$ cat config.mk
export PLATFORM = sky130hd
export DESIGN_NAME = agex_sequencer
export DESIGN_NICKNAME = d
export VERILOG_FILES = /design/src/rtl/agex_sequencer.sv
export SDC_FILE = /design/constraint.sdc
export NUM_CORES = 1
export LEC_CHECK = 0
export CAP_MARGIN = 20
export CORE_MARGIN = 2
export CORE_UTILIZATION = 39
export CTS_CLUSTER_DIAMETER = 50
export CTS_CLUSTER_SIZE = 40
export DETAILED_ROUTE_END_ITERATION = 8
export GPL_ROUTABILITY_DRIVEN = 0
export MAX_ROUTING_LAYER = met4
export PLACE_DENSITY = 0.7
export RECOVER_POWER = 25
export REMOVE_ABC_BUFFERS = 1
export SLEW_MARGIN = 20
export SYNTH_ARGS = -nofsm -noshare
export SYNTH_HDL_FRONTEND = slang
export SYNTH_SLANG_ARGS = --single-unit
$ cat constraint.sdc
create_clock -name clk -period 1.68 [get_ports clk]
set_input_delay 0.336 -clock clk [delete_from_list [all_inputs] [get_ports clk]]
set_output_delay 0.336 -clock clk [all_outputs]
set_load 0.05 [all_outputs]
$ cat src/rtl/agex_sequencer.sv
// Microsequencer for `OP reg32, r/m32`: AGEN -> MEM_WAIT -> WB for memory forms, REG_LD -> WB for register forms.
// Optional: define AGEX_SEQ_PERF_EN to add the perf_insn / perf_stall counters.
module agex_sequencer #(
  parameter int unsigned MEM_TIMEOUT = 15
) (
  input  logic       clk,
  input  logic       rst,
  input  logic       start,
  input  logic [7:0] modrm_in,
  input  logic [1:0] aluk_in,
  input  logic       mem_ack,
  output logic       busy,
  output logic       done,
  output logic       err,
  output logic       mem_req,
  output logic       gate_addr_gen,
  output logic       gate_alu,
  output logic [2:0] sr1_select,
  output logic       sr1_re,
  output logic [2:0] sr2_select,
  output logic       sr2_re,
  output logic [2:0] dr_select,
  output logic       dr_we,
  output logic [1:0] alu_shf_mux_s,
  output logic       en_alu_shf,
  output logic       sr1_mux_s,
  output logic [1:0] sr2_mux_s,
  output logic [1:0] aluk
`ifdef AGEX_SEQ_PERF_EN
  ,
  output logic [15:0] perf_insn,
  output logic [15:0] perf_stall
`endif
);

  typedef enum logic [2:0] {
    S_IDLE,
    S_AGEN,
    S_MEM_WAIT,
    S_REG_LD,
    S_WB,
    S_DONE
  } state_t;

  localparam logic [7:0] WAIT_LAST = 8'(MEM_TIMEOUT - 1);

  state_t     state_q, state_d;
  logic [7:0] cnt_q, cnt_d;
  logic [7:0] modrm_q, modrm_d;
  logic [1:0] aluk_q, aluk_d;
  logic       err_flag_q, err_flag_d;

  logic [1:0] mod_q;
  logic [2:0] reg_q;
  logic [2:0] rm_q;
  assign mod_q = modrm_q[7:6];
  assign reg_q = modrm_q[5:3];
  assign rm_q  = modrm_q[2:0];

  always_ff @(posedge clk) begin
    if (rst) begin
      state_q    <= S_IDLE;
      cnt_q      <= '0;
      modrm_q    <= '0;
      aluk_q     <= '0;
      err_flag_q <= 1'b0;
    end else begin
      state_q    <= state_d;
      cnt_q      <= cnt_d;
      modrm_q    <= modrm_d;
      aluk_q     <= aluk_d;
      err_flag_q <= err_flag_d;
    end
  end

  always_comb begin
    state_d       = state_q;
    cnt_d         = cnt_q;
    modrm_d       = modrm_q;
    aluk_d        = aluk_q;
    err_flag_d    = err_flag_q;
    busy          = (state_q != S_IDLE);
    done          = 1'b0;
    err           = 1'b0;
    mem_req       = 1'b0;
    gate_addr_gen = 1'b0;
    gate_alu      = 1'b0;
    sr1_select    = 3'b000;
    sr1_re        = 1'b0;
    sr2_select    = 3'b000;
    sr2_re        = 1'b0;
    dr_select     = 3'b000;
    dr_we         = 1'b0;
    alu_shf_mux_s = 2'b00;
    en_alu_shf    = 1'b0;
    sr1_mux_s     = 1'b0;
    sr2_mux_s     = 2'b00;
    aluk          = 2'b00;

    case (state_q)
      S_IDLE: begin
        if (start) begin
          modrm_d = modrm_in;
          aluk_d  = aluk_in;
          // rm=100 outside register mode needs a SIB byte, which is not supported
          if (modrm_in[2:0] == 3'b100 && modrm_in[7:6] != 2'b11) begin
            state_d    = S_DONE;
            err_flag_d = 1'b1;
          end else if (modrm_in[7:6] == 2'b11) begin
            state_d = S_REG_LD;
          end else begin
            state_d = S_AGEN;
          end
        end
      end
      S_AGEN: begin
        gate_addr_gen = 1'b1;
        mem_req       = 1'b1;
        sr1_select    = rm_q;
        sr1_re        = !(mod_q == 2'b00 && rm_q == 3'b101);
        cnt_d         = '0;
        state_d       = S_MEM_WAIT;
      end
      S_MEM_WAIT: begin
        alu_shf_mux_s = 2'b11;
        en_alu_shf    = mem_ack;
        if (mem_ack) begin
          state_d = S_WB;
        end else if (cnt_q == WAIT_LAST) begin
          state_d    = S_DONE;
          err_flag_d = 1'b1;
        end else begin
          cnt_d = cnt_q + 8'd1;
        end
      end
      S_REG_LD: begin
        sr2_select    = rm_q;
        sr2_re        = 1'b1;
        alu_shf_mux_s = 2'b10;
        en_alu_shf    = 1'b1;
        state_d       = S_WB;
      end
      S_WB: begin
        sr2_select = reg_q;
        sr2_re     = 1'b1;
        sr1_mux_s  = 1'b1;
        sr2_mux_s  = 2'b00;
        aluk       = aluk_q;
        gate_alu   = 1'b1;
        dr_select  = reg_q;
        dr_we      = 1'b1;
        state_d    = S_DONE;
      end
      S_DONE: begin
        done       = 1'b1;
        err        = err_flag_q;
        err_flag_d = 1'b0;
        state_d    = S_IDLE;
      end
      default: begin
        state_d = S_IDLE;
      end
    endcase
  end

`ifdef AGEX_SEQ_PERF_EN
  logic [15:0] perf_insn_q, perf_insn_d;
  logic [15:0] perf_stall_q, perf_stall_d;

  always_comb begin
    perf_insn_d  = perf_insn_q;
    perf_stall_d = perf_stall_q;
    if (state_q == S_DONE && !err_flag_q) begin
      perf_insn_d = perf_insn_q + 16'd1;
    end
    if (state_q == S_MEM_WAIT && !mem_ack) begin
      perf_stall_d = perf_stall_q + 16'd1;
    end
  end

  always_ff @(posedge clk) begin
    if (rst) begin
      perf_insn_q  <= '0;
      perf_stall_q <= '0;
    end else begin
      perf_insn_q  <= perf_insn_d;
      perf_stall_q <= perf_stall_d;
    end
  end

  assign perf_insn  = perf_insn_q;
  assign perf_stall = perf_stall_q;
`endif

endmodule

; Word-level counts from Yosys, hierarchy flattened
; Index checks and enable logic that the tools add are counted.
; Widths: inputs -> output; s select.
[totals]
register_bits = 22
input_bits = 14
elab_cells = 61
[classes]
add_sub_neg = 1
eq_ne = 16
mux = 26
reduce_logical = 13
[op_table]
columns = op, count
row1 = $mux 3, 6
row2 = $mux 8, 2
row3 = $pmux 8 s2, 1
row4 = $pmux 3 s5, 1
row5 = $eq 3x3->1 const B, 4
row6 = $ne 2x2->1 const B, 6
row7 = $mux 1, 10
row8 = $add 8x1->8 const B, 1
row9 = $eq 8x4->1 const B, 1
row10 = $eq 3x2->1 const B, 2
row11 = $pmux 3 s2, 1
row12 = $reduce_bool 3->1, 2
row13 = $reduce_and 5->1, 1
row14 = $mux 2, 2
row15 = $pmux 2 s2, 1
row16 = $reduce_and 2->1, 2
row17 = $eq 3x1->1 const B, 1
row18 = $logic_not 3->1, 1
row19 = $ne 3x3->1 const B, 1
row20 = $pmux 1 s3, 1
row21 = $reduce_and 3->1, 1
row22 = $eq 2x2->1 const B, 1
row23 = $logic_and 1x1->1, 2
row24 = $logic_not 2->1, 1
row25 = 4 further kinds, 4

; Depth between registers and ports, before layout
[depth]
ltp_word = 5
mapped_depth = 6
depth_no_buf = 6

; Worst setup path before layout
; OpenSTA, ideal clock, no wires.
[synth_path]
path_type = reg-to-output
from = register state_q[2]
to = output port sr2_select[0]
t_arrival_ps = 2884
setup_slack_ps = -1540
stages_incl_launch_ff = 5
cell_sequence = dfxtp_1 > inv_2 > nor3_1 > and2_1 > a21o_1
[synth_between]
elab_chain_len = 2
elab_cells_between_ends = 3
cone_classes = eq/ne: 2 / mux: 1
[synth_lines]
columns = element, line
row1 = from (decl), 47  ; state_t state_q, state_d;
row2 = from (signal assigned), 68  ; state_q <= state_d;
row3 = $eq 3x3->1 / $eq 3x2->1 (equally long branches), 100  ; case (state_q)
row4 = $pmux 3 s2 *, 100
row5 = to (decl), 20  ; output logic [2:0] sr2_select,
; Mark *: on every way between the ends. The rest lies on a longest branch, timed or not.

; Worst setup path in the final report
[layout_path]
from = register state_q[1]
to = output port sr2_select[2]
; The elaborated chain is that of the path after synthesis.

==> impl_metrics.ini <==
[cts]
clk_latency_ns = 0.30
ctsHoldBuffers = 0
cts_root_buffer = clkbuf_4
cts_inserted_buffers = 3
path_clk_slew_ns = 0.12
cts_htree_levels = 1
cts_sinks = 22
clock_path_buffers = 2
cts_tree = done

[layout]
nets = 222
n_antenna_cell = 0
layout_common_cells = 26 x nand2_1, 24 x buf_12, 19 x dfxtp_1, 17 x buf_4, 13 x a21oi_1
multiInputGateArea_sq_um = 764.5
final_common_cell = nand2_1
seq_area_sq_um = 449.2
nFillCells = 216
area_growth_pct = 77.48
layout-drive-gt1-share = 0.3854
design_area_sq_mm = 0.002130

[synthesis]
yosys_warnings = 0
synth.distinct_cells = 41
ys_ff_latch = 22
synth_edf_count = 0
synthArstFlopShare = 0
synth_cells = 150
ys_seq_area_frac = 0.3670
avgSynthCellArea_sq_um = 7.999
netlist_area_sq_mm = 0.001200
synthFlopType = dfxtp_1

[global_routing]
grt_max_degree = 14
first_global_vias = 1244
overflow = 0
grt_pass1_wl_microns = 5161
grt_antenna_before_repair = 0
grt_usage = 0.1972

[die]
die_w_microns = 59.47
io_pins = 40
core_sq_mm = 0.002978
start_util = 0.4029
num_rows = 20
die_area_sq_mm = 0.003536
die_h_microns = 59.47

[status]
violations = negative setup slack
outcome = finished with violations

[route]
drc = 0
wire_per_inst_microns = 13.68
drtAntennaViolNets = 0
first_pass_iters = 5
drt_iter0_drc = 21
vias = 1235
via_per_inst = 5.189
wl_microns = 3255

[setup_path]
rrSetupSlack_ns = 0.06
cp_slowest_cell = dfxtp_4
worstPathRequired_ns = 1.34
crit_fanout = 7
reg2reg_depth = 4
slowest_delay_ns = 0.40
worstSetupStartpointType = register
crit_type = register to output pin
cp_cell_sequence = nor3_4 > buf_6 > and2_4 > a21o_1 > buf_12
timing.rr.start = cnt_q[5]
cp-end-kind = output pin
critical_path_arrival_ns = 1.43
reg2reg_to = cnt_q[0]

[sta]
max_freq_mhz = 566.8
tns_ns = -0.5035
period_minus_slack_ns = 1.764
fin_skew_ns = 0.004532
hold_viol = 0
grt_setup_unrepaired = yes
min_period_over_period = 1.050
setup_ws_ns = -0.08414
setup_viol = 10
slew_viol_final = 0

[hold_path]
min_to = modrm_q[5]
hold_path.class = register to register
holdPathStages = 2
hold_start = modrm_q[5]

[flow_run]
max_cap_violations = 0

[pwr]
power.density_mw_per_mm2 = 1153
leakagePower_nw = 0.9471
ir_drop_mv = 0.5271

[placement]
numPortBuffers = 37
place_area_sq_mm = 0.001891
dpl.hpwl_microns = 2346
==> sequential cells by signal (all words and copies together), names as in the netlist <==
signal / flops
state_q: 3
cnt_q: 8
aluk_q: 2
err_flag_q: 1
modrm_q: 8
==> worst max-delay path, delay by kind of cell, from the launching register on <==
kind / cells / cell delay, ns
buffers and inverters: 2 / 0.28
flip-flops: 1 / 0.40
AND/OR/NAND/NOR: 2 / 0.31
AO/OA/AOI/OAI: 1 / 0.13
==> cell type report <==
| type | count | area share |
|---|---|---|
| Clock inverter | 1 | 0.01410 |
| Tap cell | 33 | 0.01939 |
| Sequential cell | 22 | 0.2109 |
| Timing Repair Buffer | 59 | 0.3743 |
| Multi-Input combinational cell | 114 | 0.3590 |
| Clock buffer | 3 | 0.01058 |
| Inverter | 6 | 0.01175 |
==> Yosys cell counts, types with 2 or more instances <==
| master | instances | share of area |
|---|---|---|
| buf_4 | 5 | 0.031 |
| buf_2 | 2 | 0.0083 |
| and2_1 | 10 | 0.052 |
| inv_2 | 2 | 0.0063 |
| a21o_1 | 4 | 0.025 |
| nand3_1 | 3 | 0.013 |
| inv_1 | 4 | 0.013 |
| o21a_1 | 2 | 0.013 |
| dfxtp_1 | 22 | 0.37 |
| and3_1 | 5 | 0.026 |
| ha_1 | 2 | 0.021 |
| nor3_1 | 8 | 0.033 |
| nor2_1 | 8 | 0.025 |
| nand2b_1 | 2 | 0.010 |
| a21boi_1 | 2 | 0.013 |
| a211o_1 | 4 | 0.029 |
| nand2_1 | 27 | 0.084 |
| a22o_1 | 2 | 0.015 |
| a21oi_1 | 13 | 0.054 |
| clkbuf_1 | 2 | 0.0063 |
==> kinds of logic after synthesis <==
group | count (synthesis) | synth area share
compound gates | 33 | 0.1866
xor+xnor | 2 | 0.01460
fa+ha+maj | 2 | 0.02085
buf+inv | 15 | 0.06466
flops | 22 | 0.3670
mux | 1 | 0.009384
other cells | 1 | 0.003125
simple gates | 74 | 0.3337
==> report_power, final <==
part           internal, mW  total [mW]  switching (mW)
sequential            0.598       0.667          0.0694
clock                 0.241       0.401           0.160
combinational         0.652        1.39           0.736
==> routing by layer <==
metal  vias to the layer above  track usage  routed length [microns]
met4                         0      0.07468                       15
met1                       576       0.1941                     1314
met5                         -            -                        0
met3                         2      0.02620                      142
li1                        624            -                        -
met2                        33       0.3830                     1783
==> stage by stage <==
stage                     hold slack, ns  instances  total power [mW]    util  worst slack, ns
final                             0.4679        238             2.456  0.7151         -0.08414
after global routing              0.4946        238             2.578  0.7151          -0.1838
after CTS                         0.4712        234             2.376  0.6899         -0.08728
after detailed placement          0.4474        224             1.885  0.6349          -0.1713
after global placement            0.4393        224             1.871  0.6349          -0.1146
after floorplan                   0.4051        142             1.281       -           -3.529
==> how the worst max path moves through the flow <==
| stage | to | depth (start not counted) | from | slack [ns] |
|---|---|---|---|---|
| 3_3_place_gp | cnt_q[4] | 5 | mem_ack | -0.11 |
| 6_report | sr2_select[2] | 5 | state_q[1] | -0.08 |
| 3_5_place_dp | cnt_q[0] | 5 | mem_ack | -0.17 |
| 5_1_grt | sr2_select[2] | 5 | state_q[0] | -0.18 |
| 2_1_floorplan | sr2_select[0] | 4 | state_q[2] | -3.53 |
| 4_1_cts | sr2_select[2] | 6 | state_q[2] | -0.09 |
==> repair_timing <==
item,4_1_cts,5_1_grt
setup endpoints to repair,22,25
pin swaps,5,7
cloned,0,0
buffers inserted,6,4
gates resized for setup,21,20
Note: power is estimated with default switching activity, not from simulation.
